File: config.mk
export PLATFORM = sky130hd
export DESIGN_NAME = sync_fifo
export DESIGN_NICKNAME = d
export VERILOG_FILES = /design/src/rtl/sync_fifo_pkg.sv /design/src/rtl/fifo_mem.sv /design/src/rtl/sync_fifo.sv
export SDC_FILE = /design/constraint.sdc
export NUM_CORES = 1
export LEC_CHECK = 0
export ABC_AREA = 0
export CAP_MARGIN = 10
export CORE_MARGIN = 10
export CORE_UTILIZATION = 60
export CTS_CLUSTER_DIAMETER = 30
export DETAILED_ROUTE_END_ITERATION = 12
export PLACE_DENSITY = 0.77
export SKIP_LAST_GASP = 1
export SLEW_MARGIN = 20
export SYNTH_ARGS = -nofsm -noshare
export SYNTH_HDL_FRONTEND = slang
export SYNTH_SLANG_ARGS = --single-unit
File: constraint.sdc
create_clock -name clk -period 2.95 [get_ports clk]
set_input_delay 0.59 -clock clk [delete_from_list [all_inputs] [get_ports clk]]
set_output_delay 0.59 -clock clk [all_outputs]
set_load 0.01 [all_outputs]
File: src/rtl/sync_fifo_pkg.sv
// Shared defaults for the synchronous FIFO and its storage array.
package sync_fifo_pkg;
  localparam int DATA_WIDTH = 8;
  localparam int DEPTH      = 16;
  localparam int ADDR_WIDTH = $clog2(DEPTH);
endpackage

File: src/rtl/fifo_mem.sv
// Simple dual-port storage: synchronous write port, combinational addressed read port, no reset.
module fifo_mem
  import sync_fifo_pkg::*;
#(
  parameter int DATA_WIDTH = sync_fifo_pkg::DATA_WIDTH,
  parameter int DEPTH      = sync_fifo_pkg::DEPTH,
  parameter int ADDR_WIDTH = $clog2(DEPTH)
) (
  input  logic                  clk,
  input  logic                  i_we,
  input  logic [ADDR_WIDTH-1:0] i_waddr,
  input  logic [DATA_WIDTH-1:0] i_wdata,
  input  logic [ADDR_WIDTH-1:0] i_raddr,
  output logic [DATA_WIDTH-1:0] o_rdata
);

  logic [DATA_WIDTH-1:0] r_mem [DEPTH];

  always_ff @(posedge clk) begin
    if (i_we) begin
      r_mem[i_waddr] <= i_wdata;
    end
  end

  assign o_rdata = r_mem[i_raddr];

endmodule

File: src/rtl/sync_fifo.sv
// Synchronous FIFO: wrap-bit pointers, flags decoded from registered pointers, registered dout.
module sync_fifo
  import sync_fifo_pkg::*;
#(
  parameter int DATA_WIDTH = sync_fifo_pkg::DATA_WIDTH,
  parameter int DEPTH      = sync_fifo_pkg::DEPTH
) (
  input  logic                  clk,
  input  logic                  reset,
  input  logic                  wr,
  input  logic                  rd,
  input  logic [DATA_WIDTH-1:0] din,
  output logic [DATA_WIDTH-1:0] dout,
  output logic                  full,
  output logic                  empty
);

  localparam int AW = $clog2(DEPTH);
  localparam logic [AW:0] PTR_ONE = {{AW{1'b0}}, 1'b1};

  logic [AW:0]           r_wr_ptr;
  logic [AW:0]           r_rd_ptr;
  logic [DATA_WIDTH-1:0] r_dout;
  logic                  w_wr_en;
  logic                  w_rd_en;
  logic [DATA_WIDTH-1:0] w_rdata;

  // Request semantics: wr is accepted only while !full, rd only while !empty;
  // a rejected request has no side effect and there is no error indication.
  assign w_wr_en = wr & ~full;
  assign w_rd_en = rd & ~empty;

  // Flags depend only on pointer registers, never on wr/rd/din.
  assign empty = (r_wr_ptr == r_rd_ptr);
  assign full  = (r_wr_ptr[AW-1:0] == r_rd_ptr[AW-1:0]) &&
                 (r_wr_ptr[AW] != r_rd_ptr[AW]);
  assign dout  = r_dout;

  fifo_mem #(
    .DATA_WIDTH (DATA_WIDTH),
    .DEPTH      (DEPTH),
    .ADDR_WIDTH (AW)
  ) u_mem (
    .clk     (clk),
    .i_we    (w_wr_en & ~reset),
    .i_waddr (r_wr_ptr[AW-1:0]),
    .i_wdata (din),
    .i_raddr (r_rd_ptr[AW-1:0]),
    .o_rdata (w_rdata)
  );

  always_ff @(posedge clk) begin
    if (reset) begin
      r_wr_ptr <= '0;
      r_rd_ptr <= '0;
      r_dout   <= '0;
    end else begin
      if (w_wr_en) begin
        r_wr_ptr <= r_wr_ptr + PTR_ONE;
      end
      if (w_rd_en) begin
        r_rd_ptr <= r_rd_ptr + PTR_ONE;
        r_dout   <= w_rdata;
      end
    end
  end

endmodule

**Yosys cells after proc, flatten, opt, wreduce, memory -nomap -nowiden**

Memory sizes are Yosys's and may differ from the RTL's. A register that Yosys moved wholly into a read port is not among the register bits.
Index checks and enable logic that the tools add are counted.
Widths: inputs -> output; s select.

- Reductions and logical operators: 1
- Add/subtract/negate cells: 2
- Bitwise gates (word level): 6
- Equal/unequal tests: 3
- Mux-type cells: 2

Operator list:

| operator | number |
|---|---|
| $add 5x1->5 const B | 2 |
| $eq 5x5->1 | 1 |
| $eq 4x4->1 | 1 |
| $and 1x1->1 | 3 |
| $not 1->1 | 3 |
| $mux 1 | 2 |
| $logic_and 1x1->1 | 1 |
| $ne 1x1->1 | 1 |

- Bits of input ports: 12
- Word-level logic and storage cells: 17
- Memories kept: 1
- Flip-flop bits (word level): 10
- Bits in writable memories: 128

Memories:

| memory | words | bits a word | rd ports | clocked after memory_dff | wr ports | RTL line | RTL |
|---|---|---|---|---|---|---|---|
| u_mem.r_mem | 16 | 8 | 1 | 1 | 1 | fifo_mem.sv:17 | `logic [DATA_WIDTH-1:0] r_mem [DEPTH];` |

**Logic depth before layout (Yosys ltp)**

Gate-level depths: netlist (run 1).

- Depth after elaboration: 7
- Depth in mapped cells: 8
- Depth with buffers taken out: 5

**Cells and area by module**

From an unflattened synthesis (run 1), not the netlist that was laid out.

- Cells, all modules: 329
- Area, all modules: 5957.0 sq um

Modules (own cells, without submodules):

| module | cells an instance | seq. area each (sq um) | area an instance (sq um) | times used |
|---|---|---|---|---|
| fifo_mem | 221 | 3843.7 | 4987.3 | 1 |
| sync_fifo | 108 | 360.3 | 969.7 | 1 |

**Least setup slack after synthesis (run 1)**

Ideal clock, no wire load.

- Path type: flip-flop to flip-flop
- From: reg r_rd_ptr[2]
- To: mem u_mem.r_mem[1][0], enable pin
- Path buffers: 3
- Setup time: 0.395 ns
- Period minus slack after synthesis: 2.483 ns
- Required time: 2.555 ns
- Path slack: 0.467 ns
- Cell stages (with the launch flop): 8
- Arrival: 2.088 ns
- Cells stage by stage: dfxtp_1 > buf_2 > xnor2_1 > nand4_2 > o21ai_0 > buf_2 > buf_2 > nor4_1

- Word-level cells in the longest chain between the ends: 7

Ends and longest elaborated chain:

| element | RTL line | RTL |
|---|---|---|
| start: declaration | sync_fifo.sv:22 | `logic [AW:0] r_rd_ptr;` |
| start signal: assignment | sync_fifo.sv:62 | `r_rd_ptr <= r_rd_ptr + PTR_ONE;` |
| $eq 4x4->1 | sync_fifo.sv:35 | `assign full = (r_wr_ptr[AW-1:0] == r_rd_ptr[AW-1:0]) &&` |
| $logic_and 1x1->1 | sync_fifo.sv:35 |  |
| $not 1->1 | sync_fifo.sv:30 | `assign w_wr_en = wr & ~full;` |
| $and 1x1->1 | sync_fifo.sv:30 |  |
| $and 1x1->1 | sync_fifo.sv:45 | `.i_we (w_wr_en & ~reset),` |
| $mux 1 | fifo_mem.sv:20 | `if (i_we) begin` |
| $mux 1 (not written as such) | fifo_mem.sv:21 | `r_mem[i_waddr] <= i_wdata;` |
| end: declaration | fifo_mem.sv:17 |  |

Every way passes these cells.

**Worst setup path in the final report (run 1)**

- From: reg r_wr_ptr[2]
- To: out empty

- Word-level cells in the longest chain between the ends: 1

Ends and longest elaborated chain:

| element | RTL line | RTL |
|---|---|---|
| start: declaration | sync_fifo.sv:21 | `logic [AW:0] r_wr_ptr;` |
| start signal: assignment | sync_fifo.sv:59 | `r_wr_ptr <= r_wr_ptr + PTR_ONE;` |
| $eq 5x5->1 | sync_fifo.sv:34 | `assign empty = (r_wr_ptr == r_rd_ptr);` |
| end: declaration | sync_fifo.sv:15 | `output logic empty` |

Every way passes these cells.

==> summary.txt, run 1 <==
Synth
  • Count of cell types in the netlist: 34
  • Cells after Synth: 329
  • Yosys warning total: 0
  • Share of the yosys chip area belonging to registers: 70.65%
  • Syn Nets: 346
  • Avg Cell Area, Syn: 18.09 µm²
  • Syn Std Cell Area: 5951 µm²
  • Yosys reg bits: 146

Floorplan
  • Die span in x: 119.6 µm
  • Top Ports: 22
  • Initial Util: 61.16%
  • Cell row count: 36
  • Full die area: 14,300 µm²
  • Chip height: 119.6 µm
  • Core area: 9729 µm²

Clock network
  • CTS Hold Bufs: 0
  • Cts bufs inserted: 17
  • H-Tree Depth: 4
  • Post-CTS setup buffer count: 0
  • Root buffer cell: clkbuf_8
  • CTS clk-pin slew, worst paths: 0.06 ns
  • Clock latency on the worst-skew pair: 0.52 ns
  • CTS tree: done
  • Clock sink count: 146
  • Clk buf depth: 2

STA
  • Clk_skew: 0.006744 ns
  • Setup TNS Final: 0 ns
  • Least-Margin Pin Slew: 0.6145 ns
  • Final Critical Period: 2.763 ns
  • Setup violators final: 0
  • Slew headroom: 58.91%
  • Fmax: 362.0 MHz
  • Final period util: 93.65%
  • Final hold viol count: 0
  • Slew Limit Fails: 0
  • RSZ-0062 raised after global routing: false

Power
  • Overall Power: 5.124 mW
  • Maximum vdd ir drop: 426.2 µV
  • PwrDens: 728.2 nW/µm²
  • Leak: 2.282 nW

Critical path
  • Startpoint types: register
  • Critical path capture point type: primary output
  • R2r setup slk: 0.67 ns
  • Worst r2r src: r_rd_ptr[1]$_SDFFE_PP0P_
  • CP arrival: 2.17 ns
  • Worst EP required: 2.36 ns
  • Crit path max fanout: 17
  • Worst reg2reg endpoint: dout[4]$_SDFFE_PP0P_
  • Kind of critical path: register to primary output
  • CP Launch Point: r_wr_ptr[2]$_SDFFE_PP0P_
  • CP Capture Point: empty
  • R2R depth: 6

Worst hold path
  • Hold WC Path Type: register to register
  • HP Start: dout[3]$_SDFFE_PP0P_

Placed design
  • Port Buffers: 21
  • Post-placement cell count: 486
  • Gpl congestion: 0.8298
  • Area post-placement: 6391 µm²
  • Hpwl dp: 7.113 mm

Final layout
  • Final net count: 389
  • Fillers: 613
  • Fin cells: 518
  • Share of cells above drive strength 1: 19.74%
  • Area grow syn2layout: 18.25%
  • Most frequent cells in the layout: edfxtp_1 (128), buf_4 (24), mux4_1 (23), clkdlybuf4s50_1 (21), nor2_1 (18)
  • Most common cell after layout, fill and taps aside: edfxtp_1
  • Fin area: 7037 µm²
  • Antenna diodes: 0

Global routing
  • Pin count of the biggest net entering global routing: 28
  • Initial antenna violation count: 0
  • First-pass GRT wire length: 18.55 mm
  • Number of global-route vias before repair: 3,240
  • Grt ovf: 0
  • Gr usage total: 17.33%

Detailed routing
  • Routed vias: 3,125
  • Drt wl/cell: 22.72 µm
  • Vias per inst: 6.033
  • Routed Antenna Nets: 0
  • Total Wirelength: 11.77 mm
  • DR pass1 iterations: 4
  • DRC Markers: 0
  • DR iter-0 viols: 242

Outcome
  • Status: completed

Run
  • Max capacitance violation total: 0
metrics by stage:
step / utilization [%] / worst slack, ns / hold WS, ns
after global routing: 72.33 / 0.02939 / 0.5152
after detailed placement: 65.69 / 0.5651 / 0.4781
after CTS: 72.31 / 0.05778 / 0.4906
final: 72.33 / 0.1873 / 0.4890
after floorplan: - / 0.4671 / 0.5105
after global placement: 65.69 / 0.6364 / 0.4811
logic make-up (layout without fill, tap and decap cells):
family	count (synthesis)	after routing	share of synthesized area (%)
and+or+nand+nor	56	56	5.004
DFF	146	146	70.65
muxes	49	49	15.08
buffers and inverters	25	81	2.229
adders and majority gates	5	5	1.051
xor gates and xnor gates	13	13	1.913
AOI/OAI and AO/OA	35	35	4.079
timing repair:
| item | 4_1_cts | 5_1_grt |
|---|---|---|
| cloned | 0 | 0 |
| pin swaps | 0 | 0 |
| setup endpoints to repair | 1 | 2 |
| hold endpoints to repair | 0 | 0 |
| resized for setup | 1 | 1 |
critical path, cell delays in order, from the launching register on:
cell and delay [ns]:
dfxtp_2 0.51, xnor2_1 0.17, nand4_2 0.26, nor2_1 0.16
clkdlybuf4s50_1 0.56
final cells by class:
cell class	count	area, µm²	area share [%]
inverter	4	15.01	0.2134
clock inverter	15	229.0	3.254
multi-input combinational	158	1614	22.94
tap	133	166.4	2.365
timing repair buffer	45	390.4	5.548
sequential	146	4208	59.80
clock buffer	17	414.1	5.885
report_power, final:
| group | internal, mW | switching [mW] | leakage, nW | total (mW) |
|---|---|---|---|---|
| Sequential | 2.29 | 0.0267 | 1.30 | 2.32 |
| Combinational | 0.225 | 0.286 | 0.670 | 0.510 |
| Clock | 1.47 | 0.824 | 0.310 | 2.29 |
| Total | 3.99 | 1.14 | 2.28 | 5.12 |
worst min-delay path by stage:
| stage | to | slack [ns] | depth (start not counted) |
|---|---|---|---|
| final | dout[3]$_SDFFE_PP0P_ | 0.49 | 2 |
| after global routing | dout[3]$_SDFFE_PP0P_ | 0.52 | 2 |
| after floorplan | dout[0]$_SDFFE_PP0P_ | 0.51 | 2 |
| after detailed placement | dout[3]$_SDFFE_PP0P_ | 0.48 | 2 |
| after global placement | dout[0]$_SDFFE_PP0P_ | 0.48 | 2 |
| after CTS | dout[3]$_SDFFE_PP0P_ | 0.49 | 2 |
cells in the mapped netlist:
library cell / number / area share, %
a211oi_1: 16 / 2.0
a21oi_1: 2 / 0.17
and3_1: 1 / 0.11
and4_1: 1 / 0.15
buf_2: 10 / 0.84
buf_4: 1 / 0.13
buf_6: 3 / 0.57
clkbuf_1: 7 / 0.44
clkinv_1: 1 / 0.063
dfxtp_1: 18 / 6.1
edfxtp_1: 128 / 65
ha_1: 5 / 1.1
inv_1: 3 / 0.19
mux2_2: 16 / 3.0
mux2i_1: 9 / 1.5
mux4_1: 23 / 10
mux4_2: 1 / 0.38
nand2_1: 4 / 0.25
nand2b_1: 5 / 0.53
nand3_1: 1 / 0.084
nand4_2: 1 / 0.21
nor2_1: 18 / 1.1
nor3_1: 12 / 1.0
nor4_1: 8 / 0.84
nor4b_1: 4 / 0.59
o2111ai_1: 1 / 0.15
o211ai_1: 3 / 0.38
o21a_1: 1 / 0.13
o21ai_0: 3 / 0.25
o21ai_2: 1 / 0.15
o22ai_1: 8 / 0.84
or3_1: 1 / 0.11
xnor2_1: 7 / 1.0
xor2_1: 6 / 0.88
flip-flops by register name, indices dropped and copies added (netlist names):
signal / flops
r_rd_ptr: 5
u_mem.r_mem: 128
r_wr_ptr: 5
dout: 8
routing by layer:
| layer | up-vias | track usage [%] | wire (µm) |
|---|---|---|---|
| li1 | 1429 | - | - |
| met1 | 1586 | 22.01 | 5041 |
| met2 | 92 | 27.92 | 5937 |
| met3 | 18 | 4.970 | 588 |
| met4 | 0 | 6.259 | 200 |
| met5 | - | 0 | 0 |
Note: power is estimated with default switching activity, not from simulation.
==> run 2: changes to the inputs <==
Settings changed: RECOVER_POWER set to 100.
==> summary.txt, run 2 (synthesized netlist as in run 1, its figures left out) <==
Outcome
  • Status: completed

Final layout
  • Largest register FFs: 128
  • Share of cells above drive strength 1: 17.92%
  • Top reg by flops: u_mem.r_mem
  • Most common cell after layout, fill and taps aside: edfxtp_1
  • Final Util: 71.75%
  • Final net count: 389
  • Area grow syn2layout: 17.30%
  • Fin area: 6980 µm²
  • Most frequent cells in the layout: edfxtp_1 (128), mux4_1 (23), nor2_1 (18), dlygate4sd3_1 (17)
  • Antenna diodes: 0

Detailed routing
  • DRC Markers: 0
  • Routed Antenna Nets: 0
  • Routed vias: 3,089
  • Vias per inst: 5.963
  • Drt wl/cell: 22.71 µm
  • Total Wirelength: 11.76 mm
  • DR pass1 iterations: 4
  • DR iter-0 viols: 255

Clock network
  • Clock latency on the worst-skew pair: 0.53 ns
  • Clock sink count: 146
  • Post-CTS sizing: 1
  • CTS tree: done
  • H-Tree Depth: 4
  • Cts bufs inserted: 17
  • Root buffer cell: clkbuf_8
  • Post-CTS setup buffer count: 0
  • Clk buf depth: 2
  • CTS clk-pin slew, worst paths: 0.06 ns
  • CTS Hold Bufs: 0

Global routing
  • Initial antenna violation count: 0
  • First-pass GRT wire length: 18.55 mm
  • Grt ovf: 0
  • Number of global-route vias before repair: 3,240
  • Gr usage total: 17.33%
  • Pin count of the biggest net entering global routing: 28

Power
  • PwrDens: 731.5 nW/µm²
  • Maximum vdd ir drop: 426.6 µV
  • Leak: 2.270 nW
  • Overall Power: 5.106 mW

Critical path
  • Crit-path cells: xnor2_1, nand4_2, nor2_1, dlygate4sd3_1
  • CP top delay family: buffers and inverters
  • CP max-delay cell: dlygate4sd3_1
  • Worst reg2reg endpoint: u_mem.r_mem[12][5]$_DFFE_PP_
  • Kind of critical path: register to primary output
  • Buf+Inv Stages, Crit Path: 1
  • Worst EP required: 2.36 ns
  • Startpoint types: register
  • Worst r2r src: r_wr_ptr[2]$_SDFFE_PP0P_
  • CP arrival: 2.20 ns
  • Crit path max fanout: 17
  • CP max stage delay: 0.62 ns
  • R2r setup slk: 0.41 ns
  • R2R depth: 6
  • Critical path capture point type: primary output

STA
  • Final period util: 94.63%
  • Setup violators final: 0
  • Final Critical Period: 2.792 ns
  • Slew headroom: 15.76%
  • Setup TNS Final: 0 ns
  • Clk_skew: 0.006886 ns
  • Final hold viol count: 0
  • Fmax: 358.2 MHz
  • Least-Margin Pin Slew: 1.250 ns
  • RSZ-0062 raised after global routing: false
  • Slew Limit Fails: 0

Placed design
  • Gpl congestion: 0.8298
  • Port Buffers: 21
  • Area post-placement: 6391 µm²
  • Hpwl dp: 7.113 mm

Floorplan
  • Cell row count: 36
  • Initial Util: 61.16%
  • Top Ports: 22
  • Core area: 9729 µm²
  • Full die area: 14,300 µm²
  • Die span in x: 119.6 µm
  • Chip height: 119.6 µm

Worst hold path
  • Worst Hold End: dout[3]$_SDFFE_PP0P_
  • Hold WC Path Type: register to register
  • Worst Hold Depth: 2
  • HP Start: dout[3]$_SDFFE_PP0P_

Run
  • Max capacitance violation total: 0
run 2: cell count changes in the layout (fill, tap and decap cells not counted), moves of 2 or more:
| cell | previous run | this run |
|---|---|---|
| o21ai_0 | 2 | 4 |
| clkdlybuf4s50_1 | 21 | 4 |
| dlygate4sd3_1 | 0 | 17 |
| buf_4 | 24 | 6 |
| clkbuf_1 | 0 | 6 |
| clkbuf_2 | 0 | 12 |
run 2: worst max path at each step:
stage	cells past startpoint	from	end
final	4	r_wr_ptr[2]$_SDFFE_PP0P_	empty
after global routing	4	r_wr_ptr[2]$_SDFFE_PP0P_	empty
after CTS	4	r_wr_ptr[3]$_SDFFE_PP0P_	empty
after detailed placement	4	r_wr_ptr[2]$_SDFFE_PP0P_	empty
after global placement	4	r_wr_ptr[2]$_SDFFE_PP0P_	empty
after floorplan	7	r_rd_ptr[2]$_SDFFE_PP0P_	u_mem.r_mem[1][0]$_DFFE_PP_
run 2: where the power goes:
part | internal [mW] | switching (mW) | leakage, nW
Sequential | 2.29 | 0.0256 | 1.30
Clock | 1.47 | 0.828 | 0.310
Combinational | 0.207 | 0.283 | 0.658
Total | 3.97 | 1.14 | 2.27
run 2: per-layer routing:
metal / GRT usage [%] / part of all wire [%]
met3: 4.970 / 6.9
met5: 0 / 0
met2: 27.92 / 50
met1: 22.01 / 41
met4: 6.259 / 1.8
run 2: worst reg2reg max path: cells and delay by family, from the launching register on:
kind                   cells  cell delay [ns]
XOR/XNOR                   1             0.17
flip-flops                 1             0.50
AND/OR/NAND/NOR            2             0.41
AO/OA/AOI/OAI              1             0.21
buffers and inverters      2             0.95
run 2: final cells by class:
| class | count | area [µm²] |
|---|---|---|
| multi-input combinational | 158 | 1610 |
| fill | 634 | 2749 |
| clock buffer | 17 | 414.1 |
| sequential | 146 | 4208 |
| clock inverter | 15 | 229.0 |
| inverter | 4 | 15.01 |
| tap | 133 | 166.4 |
| timing repair buffer | 45 | 337.8 |
run 2: metrics by stage:
| stage | std cells | worst slack [ns] | hold slack (ns) |
|---|---|---|---|
| after floorplan | 329 | 0.4671 | 0.5105 |
| after global placement | 486 | 0.6364 | 0.4811 |
| final | 518 | 0.1583 | 0.4849 |
| after global routing | 518 | 0.03184 | 0.5120 |
| after detailed placement | 486 | 0.5651 | 0.4781 |
| after CTS | 518 | 0.05778 | 0.4906 |
==> run 3: changes to the inputs <==
Settings changed: CORE_UTILIZATION 60 to 34, DONT_BUFFER_PORTS set to 1, PLACE_DENSITY 0.77 to 0.46.
Clock period 2.95 ns to 2.9 ns, I/O delays scaled along.
==> summary.txt, run 3 (synthesized netlist as in run 1, its figures left out) <==
Placed design
  • Area post-placement: 6397 µm²
  • Port Buffers: 0
  • Gpl congestion: 0.7367
  • Hpwl dp: 8.321 mm

Global routing
  • Number of global-route vias before repair: 3,146
  • Gr usage total: 11.52%
  • First-pass GRT wire length: 19.92 mm
  • Grt ovf: 0
  • Pin count of the biggest net entering global routing: 30
  • Initial antenna violation count: 0

Final layout
  • Share of cells above drive strength 1: 21.53%
  • Most common cell after layout, fill and taps aside: edfxtp_1
  • Fin area: 6962 µm²
  • Final Util: 40.39%
  • Final net count: 371
  • Fillers: 1,538
  • Top reg by flops: u_mem.r_mem
  • Largest register FFs: 128
  • Antenna diodes: 0
  • Most frequent cells in the layout: edfxtp_1 (128), mux4_1 (23), nor2_1 (18), clkbuf_16 (17), dfxtp_1 (17)
  • Area grow syn2layout: 16.99%

Power
  • Leak: 2.208 nW
  • Sw Ratio: 21.60%
  • P_int: 4.025 mW
  • Reg power frac: 46.5%
  • Switching power: 1.109 mW
  • Maximum vdd ir drop: 340.9 µV
  • Clock share of power: 45.8%
  • PwrDens: 737.6 nW/µm²
  • Combinational share of power: 7.7%

Clock network
  • Clock sink count: 146
  • Root buffer cell: clkbuf_16
  • Post-CTS sizing: 0
  • CTS Hold Bufs: 0
  • Clk buf depth: 2
  • Clock latency on the worst-skew pair: 0.42 ns
  • CTS clk-pin slew, worst paths: 0.06 ns
  • H-Tree Depth: 4
  • CTS tree: done
  • Cts bufs inserted: 17
  • Post-CTS setup buffer count: 0

Critical path
  • Crit path top cell by count: clkbuf_2
  • Worst EP required: 3.02 ns
  • CP arrival: 2.61 ns
  • R2R depth: 6
  • CP Launch Point: r_rd_ptr[2]$_SDFFE_PP0P_
  • Crit path max fanout: 20
  • CP max stage delay: 0.58 ns
  • Kind of critical path: register to register
  • Startpoint types: register
  • Worst reg2reg endpoint: u_mem.r_mem[14][0]$_DFFE_PP_
  • Crit-path cells: xnor2_1, nand4_1, o21ai_2, clkbuf_2, nor3_1, clkbuf_2
  • R2r setup slk: 0.41 ns
  • CP max-delay cell: dfxtp_2
  • CP Capture Point: u_mem.r_mem[14][0]$_DFFE_PP_
  • Critical path capture point type: register
  • Worst r2r src: r_rd_ptr[2]$_SDFFE_PP0P_

Detailed routing
  • DRC Markers: 0
  • DR pass1 iterations: 4
  • Drt wl/cell: 21.96 µm
  • Routed vias: 3,022
  • Routed Antenna Nets: 0
  • Vias per inst: 5.105
  • DR iter-0 viols: 197
  • Total Wirelength: 13.00 mm

Run
  • Max capacitance violation total: 0

STA
  • Least-Margin Pin Slew: 0.7707 ns
  • Setup violators final: 0
  • Final period util: 85.77%
  • Slew headroom: 48.27%
  • RSZ-0062 raised after global routing: false
  • Final hold viol count: 0
  • Setup TNS Final: 0 ns
  • Clk_skew: 0.008643 ns
  • Hold slack: 0.2188 ns
  • Final Critical Period: 2.487 ns
  • Slew Limit Fails: 0
  • Fmax: 402.0 MHz

Floorplan
  • Cell row count: 48
  • Full die area: 23,190 µm²
  • Initial Util: 34.52%
  • Die span in x: 152.3 µm
  • Top Ports: 22
  • Core area: 17,240 µm²
  • Chip height: 152.3 µm

Worst hold path
  • Hold WC Path Type: primary input to register

Outcome
  • Status: completed
==> run 3: per-stage QoR <==
| step | total power [mW] | cells | setup slack, ns |
|---|---|---|---|
| 4_1_cts | 5.191 | 592 | 0.5130 |
| 5_1_grt | 5.339 | 592 | 0.2027 |
| 3_3_place_gp | 2.844 | 560 | 0.8133 |
| 2_1_floorplan | 2.715 | 329 | 0.4171 |
| 3_5_place_dp | 2.843 | 560 | 0.7582 |
| 6_report | 5.135 | 592 | 0.4127 |
==> run 3: power by group through the flow <==
stage | Sequential, mW | Clock, mW | Combinational, mW
5_1_grt | 2.40 | 2.51 | 0.437
2_1_floorplan | 2.41 | 0 | 0.305
3_3_place_gp | 2.43 | 0 | 0.409
3_5_place_dp | 2.43 | 0 | 0.410
4_1_cts | 2.39 | 2.39 | 0.411
6_report | 2.39 | 2.35 | 0.397
==> run 3: worst min path at each step <==
stage / from / endpoint / slack [ns] / depth (start not counted)
2_1_floorplan: dout[0]$_SDFFE_PP0P_ / dout[0]$_SDFFE_PP0P_ / 0.51 / 2
3_3_place_gp: dout[2]$_SDFFE_PP0P_ / dout[2]$_SDFFE_PP0P_ / 0.53 / 2
3_5_place_dp: dout[0]$_SDFFE_PP0P_ / dout[0]$_SDFFE_PP0P_ / 0.53 / 2
4_1_cts: reset / r_rd_ptr[2]$_SDFFE_PP0P_ / 0.21 / 1
5_1_grt: reset / r_rd_ptr[2]$_SDFFE_PP0P_ / 0.20 / 1
6_report: reset / r_rd_ptr[2]$_SDFFE_PP0P_ / 0.22 / 1
==> run 3: cell type report <==
class / instances / area, µm² / share of cell area, %
sequential: 146 / 4205 / 60.41
multi-input combinational: 158 / 1633 / 23.45
clock buffer: 19 / 432.9 / 6.219
tap: 225 / 281.5 / 4.044
clock inverter: 13 / 209.0 / 3.001
timing repair buffer: 27 / 185.2 / 2.660
inverter: 4 / 15.01 / 0.2157
==> run 3: critical path: cells and delay by family, from the launching register on <==
family	cells	cell delay (ns)
AO/OA/AOI/OAI	1	0.26
XOR/XNOR	1	0.18
buffers and inverters	2	0.66
flip-flops	1	0.58
AND/OR/NAND/NOR	2	0.49
==> run 3: metal layers <==
metal | GRT usage (%) | up-vias | wire, µm
li1 | - | 1391 | -
met1 | 14.56 | 1553 | 5910
met2 | 17.87 | 63 | 6201
met3 | 3.726 | 15 | 692
met4 | 4.631 | 0 | 196
met5 | 0 | - | 0
